$ cat src/rtl/postcode_pkg.sv
// postcode_pkg: shared FSM state type, default 12 MHz link timing and the
// long-gap derivation for the POST test-link host.
// The probe states exist only when POSTCODE_HOST_PRESENCE_EN is defined.
package postcode_pkg;

    localparam int TIMER_MAX_DEF = 179; // box bit timeout, 15 us at 12 MHz
    localparam int PULSE_W_DEF   = 6;   // TESTREQ high time per pulse
    localparam int GAP_SHORT_DEF = 12;  // low time between the two pulses of a '0'
    localparam int ACK_DLY_DEF   = 3;   // gap cycle at which ack_s is sampled
    localparam int CNT_W         = 9;   // shared cycle counter, holds GAP_LONG-1

    // Explicit encodings keep the data states stable whether or not the
    // probe states are compiled in.
    typedef enum logic [2:0] {
        IDLE      = 3'd0,
`ifdef POSTCODE_HOST_PRESENCE_EN
        PROBE_HI  = 3'd1,
        PROBE_GAP = 3'd2,
`endif
        BIT_HI    = 3'd3,
        BIT_GAP   = 3'd4,
        BIT2_HI   = 3'd5,
        BIT_END   = 3'd6,
        DONE      = 3'd7
    } state_t;

    // Bit-terminating low time: long enough for the box timer to expire twice.
    function automatic int gap_long(input int timer_max);
        return 2 * (timer_max + 1);
    endfunction

endpackage

$ cat src/rtl/postcode_host_if.sv
// postcode_host_if: command/response handshake between a controller and the
// POST test-link host. The controller is the master, postcode_host the slave.
interface postcode_host_if;

    logic       cmd_read;
    logic [7:0] tx_data;
    logic       tx_valid;
    logic       tx_ready;
    logic [7:0] rx_data;
    logic       rx_valid;
    logic       done;
    logic       nack;

    modport master (
        output cmd_read, tx_data, tx_valid,
        input  tx_ready, rx_data, rx_valid, done, nack
    );

    modport slave (
        input  cmd_read, tx_data, tx_valid,
        output tx_ready, rx_data, rx_valid, done, nack
    );

endinterface

$ cat src/rtl/postcode_sync.sv
// postcode_sync: two-flop synchroniser for the asynchronous TESTACK pin.
// Both stages clear to 0, which matches the pulled-down idle level of the line.
module postcode_sync (
    input  logic refclk,
    input  logic reset_n,
    input  logic async_in,
    output logic sync_out
);

    logic meta;

    // Shift the pin through two flops to resolve metastability.
    always_ff @(posedge refclk) begin
        // NOTE: non-blocking assignments let both stages sample the old values,
        // so the pin really takes two edges to reach sync_out.
        if (!reset_n) begin
            meta     <= 1'b0;
            sync_out <= 1'b0;
        end else begin
            meta     <= async_in;
            sync_out <= meta;
        end
    end

endmodule

$ cat src/rtl/postcode_host.sv
// postcode_host: host-side initiator for the Acorn POST test-link. Writes send
// a byte MSB first as pulse trains on TESTREQ ('1' = one pulse, '0' = two);
// reads send one pulse per bit and sample TESTACK in the following gap.
// Define POSTCODE_HOST_PRESENCE_EN to prefix every command with a presence
// probe and make nack functional; otherwise nack is tied low.
module postcode_host
    import postcode_pkg::*;
#(
    parameter int TIMER_MAX = TIMER_MAX_DEF,
    parameter int PULSE_W   = PULSE_W_DEF,
    parameter int GAP_SHORT = GAP_SHORT_DEF,
    parameter int ACK_DLY   = ACK_DLY_DEF
) (
    input  logic           refclk,
    input  logic           reset_n,
    postcode_host_if.slave bus,
    output logic           testreq,
    input  logic           testack
);

    localparam int GAP_LONG = gap_long(TIMER_MAX);

    // Counter reload values: a state lasting N cycles loads N-1.
    localparam logic [CNT_W-1:0] LD_PULSE  = CNT_W'(PULSE_W - 1);
    localparam logic [CNT_W-1:0] LD_SHORT  = CNT_W'(GAP_SHORT - 1);
    localparam logic [CNT_W-1:0] LD_LONG   = CNT_W'(GAP_LONG - 1);
    // Counter value seen at gap cycle ACK_DLY of a long gap.
    localparam logic [CNT_W-1:0] AT_SAMPLE = CNT_W'(GAP_LONG - 1 - ACK_DLY);

`ifdef POSTCODE_HOST_PRESENCE_EN
    localparam state_t FIRST_STATE = PROBE_HI;
`else
    localparam state_t FIRST_STATE = BIT_HI;
`endif

    state_t           state_q, state_d;
    logic [CNT_W-1:0] cnt_q, cnt_load;
    logic [2:0]       bit_q;
    logic             cmd_q;
    logic [7:0]       data_q;
    logic [7:0]       shift_q;
    logic [7:0]       rx_data_q;
    logic             ready_q, done_q, rx_valid_q, testreq_q, req_d;
    logic             ack_s, accept, cnt_zero, probe_fail, rx_load;

    postcode_sync u_sync (
        .refclk   (refclk),
        .reset_n  (reset_n),
        .async_in (testack),
        .sync_out (ack_s)
    );

    assign accept   = bus.tx_valid && ready_q;
    assign cnt_zero = (cnt_q == '0);
    assign rx_load  = (state_d == DONE) && cmd_q && !probe_fail;

`ifdef POSTCODE_HOST_PRESENCE_EN
    assign probe_fail = (state_q == PROBE_GAP) && (cnt_q == AT_SAMPLE) && !ack_s;
`else
    assign probe_fail = 1'b0;
`endif

    // State register.
    always_ff @(posedge refclk) begin
        if (!reset_n) state_q <= IDLE;
        else          state_q <= state_d;
    end

    // Next state, plus the counter reload and TESTREQ level of that next state.
    always_comb begin
        // NOTE: every output of this block gets a default first, so no path
        // leaves one unassigned and no latch is inferred.
        state_d  = state_q;
        cnt_load = '0;
        req_d    = 1'b0;
        case (state_q)
            IDLE:      if (accept) state_d = FIRST_STATE;
`ifdef POSTCODE_HOST_PRESENCE_EN
            PROBE_HI:  if (cnt_zero) state_d = PROBE_GAP;
            PROBE_GAP: begin
                if (probe_fail)    state_d = DONE;
                else if (cnt_zero) state_d = BIT_HI;
            end
`endif
            BIT_HI:    if (cnt_zero) state_d = (!cmd_q && !data_q[bit_q]) ? BIT_GAP : BIT_END;
            BIT_GAP:   if (cnt_zero) state_d = BIT2_HI;
            BIT2_HI:   if (cnt_zero) state_d = BIT_END;
            BIT_END:   if (cnt_zero) state_d = (bit_q == 3'd0) ? DONE : BIT_HI;
            DONE:      state_d = IDLE;
            default:   state_d = IDLE;
        endcase
        case (state_d)
`ifdef POSTCODE_HOST_PRESENCE_EN
            PROBE_HI:  begin cnt_load = LD_PULSE; req_d = 1'b1; end
            PROBE_GAP: cnt_load = LD_LONG;
`endif
            BIT_HI:    begin cnt_load = LD_PULSE; req_d = 1'b1; end
            BIT2_HI:   begin cnt_load = LD_PULSE; req_d = 1'b1; end
            BIT_GAP:   cnt_load = LD_SHORT;
            BIT_END:   cnt_load = LD_LONG;
            default:   cnt_load = '0;
        endcase
    end

    // Cycle counter, command latch, bit counter, rx shifter and registered outputs.
    always_ff @(posedge refclk) begin
        if (!reset_n) begin
            cnt_q      <= '0;
            bit_q      <= 3'd0;
            cmd_q      <= 1'b0;
            data_q     <= 8'h00;
            shift_q    <= 8'h00;
            rx_data_q  <= 8'h00;
            ready_q    <= 1'b0;
            done_q     <= 1'b0;
            rx_valid_q <= 1'b0;
            testreq_q  <= 1'b0;
        end else begin
            ready_q    <= (state_d == IDLE);
            done_q     <= (state_d == DONE);
            rx_valid_q <= rx_load;
            testreq_q  <= req_d;

            if (state_d != state_q) cnt_q <= cnt_load;
            else if (!cnt_zero)     cnt_q <= cnt_q - 1'b1;

            if (accept) begin
                cmd_q  <= bus.cmd_read;
                data_q <= bus.tx_data;
                bit_q  <= 3'd7;
            end else if (state_q == BIT_END && state_d == BIT_HI) begin
                bit_q  <= bit_q - 1'b1;
            end

            // First bit received ends up in the MSB after eight shifts.
            if (state_q == BIT_END && cnt_q == AT_SAMPLE && cmd_q)
                shift_q <= {shift_q[6:0], ack_s};

            if (rx_load) rx_data_q <= shift_q;
        end
    end

`ifdef POSTCODE_HOST_PRESENCE_EN
    logic nack_q;

    // nack rises only together with the done that follows a failed probe.
    always_ff @(posedge refclk) begin
        if (!reset_n) nack_q <= 1'b0;
        else          nack_q <= probe_fail;
    end

    assign bus.nack = nack_q;
`else
    assign bus.nack = 1'b0;
`endif

    assign bus.tx_ready = ready_q;
    assign bus.rx_data  = rx_data_q;
    assign bus.rx_valid = rx_valid_q;
    assign bus.done     = done_q;
    assign testreq      = testreq_q;

endmodule
$ cat src/flat_wrapper.sv
// flat-port wrapper written by rule: the top's interface ports become plain ports
module postcode_host_flat import postcode_pkg::*;
#(
    parameter int TIMER_MAX = TIMER_MAX_DEF,
    parameter int PULSE_W   = PULSE_W_DEF,
    parameter int GAP_SHORT = GAP_SHORT_DEF,
    parameter int ACK_DLY   = ACK_DLY_DEF
)
  (refclk, reset_n, testreq, testack, bus_cmd_read, bus_tx_data, bus_tx_valid, bus_tx_ready, bus_rx_data, bus_rx_valid, bus_done, bus_nack);
  postcode_host_if bus_i ();
  input  logic refclk;
  input  logic reset_n;
  output logic testreq;
  input  logic testack;
  input wire logic [$bits(bus_i.cmd_read)-1:0] bus_cmd_read;
  input wire logic [$bits(bus_i.tx_data)-1:0] bus_tx_data;
  input wire logic [$bits(bus_i.tx_valid)-1:0] bus_tx_valid;
  output wire logic [$bits(bus_i.tx_ready)-1:0] bus_tx_ready;
  output wire logic [$bits(bus_i.rx_data)-1:0] bus_rx_data;
  output wire logic [$bits(bus_i.rx_valid)-1:0] bus_rx_valid;
  output wire logic [$bits(bus_i.done)-1:0] bus_done;
  output wire logic [$bits(bus_i.nack)-1:0] bus_nack;
  assign bus_i.cmd_read = bus_cmd_read;
  assign bus_i.tx_data = bus_tx_data;
  assign bus_i.tx_valid = bus_tx_valid;
  assign bus_tx_ready = bus_i.tx_ready;
  assign bus_rx_data = bus_i.rx_data;
  assign bus_rx_valid = bus_i.rx_valid;
  assign bus_done = bus_i.done;
  assign bus_nack = bus_i.nack;
  postcode_host #(.TIMER_MAX(TIMER_MAX), .PULSE_W(PULSE_W), .GAP_SHORT(GAP_SHORT), .ACK_DLY(ACK_DLY)) u_core (.refclk(refclk), .reset_n(reset_n), .bus(bus_i), .testreq(testreq), .testack(testack));
endmodule
$ cat config.mk
export PLATFORM = sky130hd
export DESIGN_NAME = postcode_host_flat
export DESIGN_NICKNAME = d
export VERILOG_FILES = /design/src/rtl/postcode_pkg.sv /design/src/rtl/postcode_host_if.sv /design/src/rtl/postcode_sync.sv /design/src/rtl/postcode_host.sv /design/src/flat_wrapper.sv
export SDC_FILE = /design/constraint.sdc
export NUM_CORES = 1
export LEC_CHECK = 0
export ABC_AREA = 1
export CELL_PAD_IN_SITES_DETAIL_PLACEMENT = 1
export CELL_PAD_IN_SITES_GLOBAL_PLACEMENT = 1
export CORE_MARGIN = 1
export CORE_UTILIZATION = 23
export DETAILED_ROUTE_END_ITERATION = 10
export PLACE_DENSITY_LB_ADDON = 0.12
export SLEW_MARGIN = 15
export SYNTH_ARGS = -nofsm -noshare
export SYNTH_HDL_FRONTEND = slang
export SYNTH_SLANG_ARGS = --single-unit
$ cat constraint.sdc
create_clock -name refclk -period 1.6 [get_ports refclk]
set_input_delay 0.32 -clock refclk [delete_from_list [all_inputs] [get_ports refclk]]
set_output_delay 0.32 -clock refclk [all_outputs]
set_load 0.02 [all_outputs]
Yosys cells after proc, flatten, opt, wreduce, memory -nomap -nowiden
Index checks and enable logic that the tools add are counted.

storage, ports and cells
  register bits = 46
  input port bits = 13
  word-level logic and storage cells = 58

operators by class
  add/sub/neg operators = 2
  $lt $le $gt $ge = 1
  eq/ne operators = 12
  multiplexer cells = 16
  reduce and logical (&&, ||, !) cells = 14

operator list
  cell                 number
  $pmux 9 s3           1
  $mux 3               8
  $eq 3x3->1 const B   7
  $mux 9               2
  $pmux 3 s5           1
  $eq 9x9->1 const B   1
  $logic_not 3->1      3
  $logic_not 9->1      1
  $sub 9x1->9 const B  1
  $eq 3x2->1 const B   2
  $logic_and 1x1->1    6
  $lt 3x4->1 const B   1
  $bmux 1 s3           1
  $ne 3x3->1           1
  $sub 3x1->3 const B  1
  $logic_not 1->1      2
  $mux 1               2
  $mux 2               1
  $ne 2x2->1 const B   1
  $reduce_bool 2->1    1
  $reduce_or 2->1      1

Depth between registers and ports, before layout
Gate-level depths: netlist (run 1).

  depth in word-level cells = 11
  depth in mapped cells = 16
  mapped depth without buffers = 16

Hierarchy
Synthesis (run 1) repeated with hierarchy kept, for this count alone.

unflattened totals
  cells, all modules = 312
  area total of the unflattened synthesis = 2232.1 um2

by module, submodules not included
  module         times used  cells an instance  area an instance (um2)
  postcode_host  1           306                2177.1
  postcode_sync  1           6                  55.1

Worst setup path before layout (run 1)
OpenSTA, ideal clock, no wires.

  path kind = register to register
  start point = reg u_core.cnt_q[0]
  end point = reg u_core.cnt_q[1]
  library setup time = 0.128 ns
  data arrival time = 1.595 ns
  required time = 1.472 ns
  path slack = -0.123 ns
  cell stages (with the launch flop) = 16
  path buffers = 0
  path through = dfxtp_1 > inv_1 > ha_1 > nand2_1 > nor2_2 > nand3_1 > nand2_1 > nand2_2 > nand2_4 > nand2_2 > nand2_4 > nand2_4 > nand2_1 > nand2_1 > nor2_1 > nor2_1

between the ends
  word-level cells in the longest chain between the ends = 7

RTL lines
  item                                      line                  text
  from (decl)                               postcode_host.sv:37   logic [CNT_W-1:0] cnt_q, cnt_load;
  from (signal assigned)                    postcode_host.sv:124  if (state_d != state_q) cnt_q <= cnt_load;
  from (signal assigned)                    postcode_host.sv:125  else if (!cnt_zero) cnt_q <= cnt_q - 1'b1;
  $logic_not 9->1                           postcode_host.sv:54   assign cnt_zero = (cnt_q == '0);
  $mux 3 (on tied branches)                 n/a
  $pmux 3 s5                                postcode_host.sv:76   case (state_q)
  $eq 3x3->1 or $eq 3x2->1 (tied branches)  postcode_host.sv:92   case (state_d)
  $reduce_or 2->1 (no line)                 n/a
  $pmux 9 s3                                postcode_host.sv:92
  $mux 9                                    postcode_host.sv:124

Parallel ways exist; a longest one is shown, timed or not. The select of a mux whose other input is x is not followed.
A chain may end at the register's enable or synchronous reset.

Final worst setup path (run 1)
  start point = in bus_tx_valid
  end point = reg u_core.cnt_q[0]

between the ends
  word-level cells in the longest chain between the ends = 7

RTL lines
  item                                      line                  text
  from (decl)                               flat_wrapper.sv:17    input wire logic [$bits(bus_i.tx_valid)-1:0] bus_tx_valid;
  $logic_and 1x1->1 *                       postcode_host.sv:53   assign accept = bus.tx_valid && ready_q;
  $mux 3 *                                  postcode_host.sv:77   IDLE: if (accept) state_d = FIRST_STATE;
  $pmux 3 s5 *                              postcode_host.sv:76
  $eq 3x3->1 or $eq 3x2->1 (tied branches)  postcode_host.sv:92
  $reduce_or 2->1 (no line)                 n/a
  $pmux 9 s3                                postcode_host.sv:92
  $mux 9                                    postcode_host.sv:124

Every way passes the cells marked *; elsewhere a longest branch is shown, timed or not.

==> flow_metrics.tcl, run 1 <==
set metrics [dict create \
    cts_buffers 5 \
    via_count 2185 \
    core-area_mm2 0.00933 \
    syn_inst 315 \
    first_pass_iters 4 \
    postCtsHoldBufs 0 \
    cpMostUsedCell "nand2_1" \
    layout.nets 407 \
    outcome "finished, violations left" \
    cts_root_buf "clkbuf_8" \
    dpl_cell_area_mm2 0.00295 \
    cp_top_family "simple AND/OR/NAND/NOR gates" \
    viasPerCell 4.20 \
    dp_cells 500 \
    post-route-util 0.364 \
    max-slew-margin-rel 0.654 \
    wl_per_cell_um 12.3 \
    crit_fanout 7 \
    critPathMaxStageDelay_ns 0.40 \
    drive_gt1_frac 0.345 \
    syn_nets 332 \
    rsz0062_at_grt "true" \
    worstSetupPathDepth 12 \
    ys_ff_latch 46 \
    synth.most_common_cell "nand2_1" \
    finClkSkew_ns 0.0106 \
    final_hold_viol_count 0 \
    grt_usage 0.133 \
    setup_viol 26 \
    ys_top_cells_by_count "nand2_1 (66), dfxtp_1 (46), inv_1 (43)" \
    gp_congestion 0.727 \
    drv_slew 0 \
    reg2reg_slack_ns -0.21 \
    grt_max_degree 29 \
    cp-start-kind "input port" \
    num_rows 35 \
    htree_num_levels 2 \
    ys_top_cells_by_area "dfxtp_1 (41%), nand2_1 (11%), inv_1 (7.2%)" \
    async_flop_share 0 \
    grt_first_pass_wirelength_um 10500 \
    powerDensity_mw_per_mm2 1260 \
    stdcell_area_mm2 0.00340 \
    die-area_mm2 0.0102 \
    fin_crit_sh 1.14 \
    drtIter0Drc 41 \
    path_clk_slew_ns 0.10 \
    synthFlopType "dfxtp_1" \
    p_leak_nw 1.69 \
    cap_violations 0 \
    clock_path_buffers 2 \
    antenna_found_initial 0 \
    worstMarginPinSlew_ns 0.518 \
    netlist_area_mm2 0.00224 \
    synth_edf_count 0 \
    p_total_mw 4.26 \
    synth.top_cell.area_share 0.410 \
    fill_cells 1143 \
    ys_types 34 \
    max_freq_mhz 549 \
    fin_ws_ns -0.223 \
    syn2layout_area_growth_pct 51.4 \
    crit_required_ns 1.84 \
    grt_overflow 0 \
    drtAntennaViolNets 0 \
    violations "negative setup slack" \
    die_w_um 101 \
    arrival_ns 2.06 \
    period_needed_ns 1.82 \
    layout.cells.non_filler 520 \
    syn_area_per_cell_um2 7.12 \
    port_buffers 24 \
    cts_sinks 46 \
    n_antenna_cell 0 \
    die_y_um 101 \
    drc 0 \
    initial_core_util 0.241 \
    min_path_type "flip-flop to flip-flop" \
    end_kind "flip-flop" \
    insertion_delay_ns 0.31 \
    cts_tree "done" \
    worstPathCellList "clkdlybuf4s50_1 -> nand2_1 -> inv_1 -> nand3_2 -> nand2_1 -> a21oi_2 -> nand3_4 -> nand2_8 -> nand2_2 -> nand2_1 -> nor2_1 -> nor2_1" \
    grt_pass1_vias 2191 \
    yosysWarningCount 0 \
    routed_wl_um 6420 \
    seq_area_frac_synth 0.410 \
    yosys.area.top_type "dfxtp_1" \
    crit_buf_inv 2 \
    cp_slowest_cell "clkdlybuf4s50_1" \
    reg2regPathDepth 16 \
    hold_depth 2 \
    vdd_drop_max_mv 0.408 \
    worstSetupPathType "input port to flip-flop" \
    detailed_place_hpwl_um 4500 \
    io_pins 26 \
]
==> cells by family (layout without fill, tap and decap cells) <==
kind of cell               count (synthesis)  in the layout  share of synthesized area
and+or+nand+nor                          149            150                      0.329
buffers and inverters                     61            136                      0.105
AOI/OAI and AO/OA                         49             49                      0.113
DFF                                       46             46                      0.410
xor gates and xnor gates                   5              5                     0.0195
adders and majority gates                  4              4                     0.0223
other                                      1              1                    0.00167
==> placed cells by master (no fill, tap or decap), drive strengths merged <==
cell	synthesis	layout
a211oi	1	1
a21oi	26	26
buf	3	51
bufinv	0	1
clkbuf	5	5
clkdlybuf4s50	0	15
clkinv	2	2
conb	1	1
dfxtp	46	46
dlygate4sd2	0	2
dlymetal6s2s	0	7
ha	4	4
inv	51	53
nand2	76	76
nand3	23	23
nand3b	1	1
nand4	5	6
nor2	38	38
nor3	3	3
nor4	3	3
o21ai	21	21
o22ai	1	1
xor2	5	5
==> per-stage QoR <==
stage,setup TNS [ns],hold WS [ns],setup slack [ns]
after CTS,-5.18,0.424,-0.231
after floorplan,-0.0226,0.390,-0.0121
after global routing,-7.70,0.441,-0.368
after detailed placement,-9.04,0.400,-0.445
after global placement,-8.03,0.395,-0.393
final,-4.17,0.422,-0.223
==> flip-flops by register name (all words and copies together), names as in the netlist <==
signal and flops:
u_core.cnt_q 9, u_core.bus.rx_data 8, u_core.data_q 8, u_core.shift_q 8, u_core.bit_q 3, u_core.state_q 3
u_core.bus.done 1, u_core.bus.rx_valid 1, u_core.bus.tx_ready 1, u_core.cmd_q 1, u_core.testreq 1, u_core.u_sync.meta 1
u_core.u_sync.sync_out 1
==> area by class of cell <==
cell class	count	area [µm²]	share of cell area
multi-input cells	209	1330	0.392
well taps	129	161	0.0475
clock inverters	3	43.8	0.0129
flip-flops and latches	46	925	0.272
inverters	53	204	0.0600
repair buffers	75	662	0.195
clock buffers	5	68.8	0.0203
==> power breakdown <==
group	switching (mW)	total, mW	internal, mW
Sequential	0.0736	1.35	1.27
Clock	0.460	0.930	0.470
Combinational	1.10	1.99	0.888
==> routing by layer <==
| layer | global-route usage | vias up | wire [µm] |
|---|---|---|---|
| met5 | 0 | - | 0 |
| met4 | 0.0368 | 0 | 73 |
| met3 | 0.0236 | 7 | 144 |
| met2 | 0.230 | 20 | 3110 |
| met1 | 0.171 | 1015 | 3090 |
| li1 | - | 1143 | - |
==> worst min-delay path: stages, from the launching register on <==
cell	delay (ns)
dfxtp_1	0.32
nand2_1	0.05
inv_1	0.04
==> worst paths after layout <==
kind,startpoint,end
min,u_core.u_sync.meta,u_core.u_sync.sync_out
max,bus_tx_valid,u_core.cnt_q[0]
min reg2reg,u_core.u_sync.meta,u_core.u_sync.sync_out
max reg2reg,u_core.cnt_q[0],u_core.cnt_q[0]
==> repair_timing <==
item | 4_1_cts | 5_1_grt
endpoints found under the setup margin | 29 | 42
pin swaps | 11 | 23
resized for setup | 21 | 47
buffers inserted | 4 | 7
gates cloned | 0 | 1
Power figures use the tool's default switching activity.
==> inputs of run 2 (changes only) <==
Settings changed: GPL_ROUTABILITY_DRIVEN from default to 0.
==> results of run 2 <==
No change in the layout: final DEF, timing and power equal those of run 1.
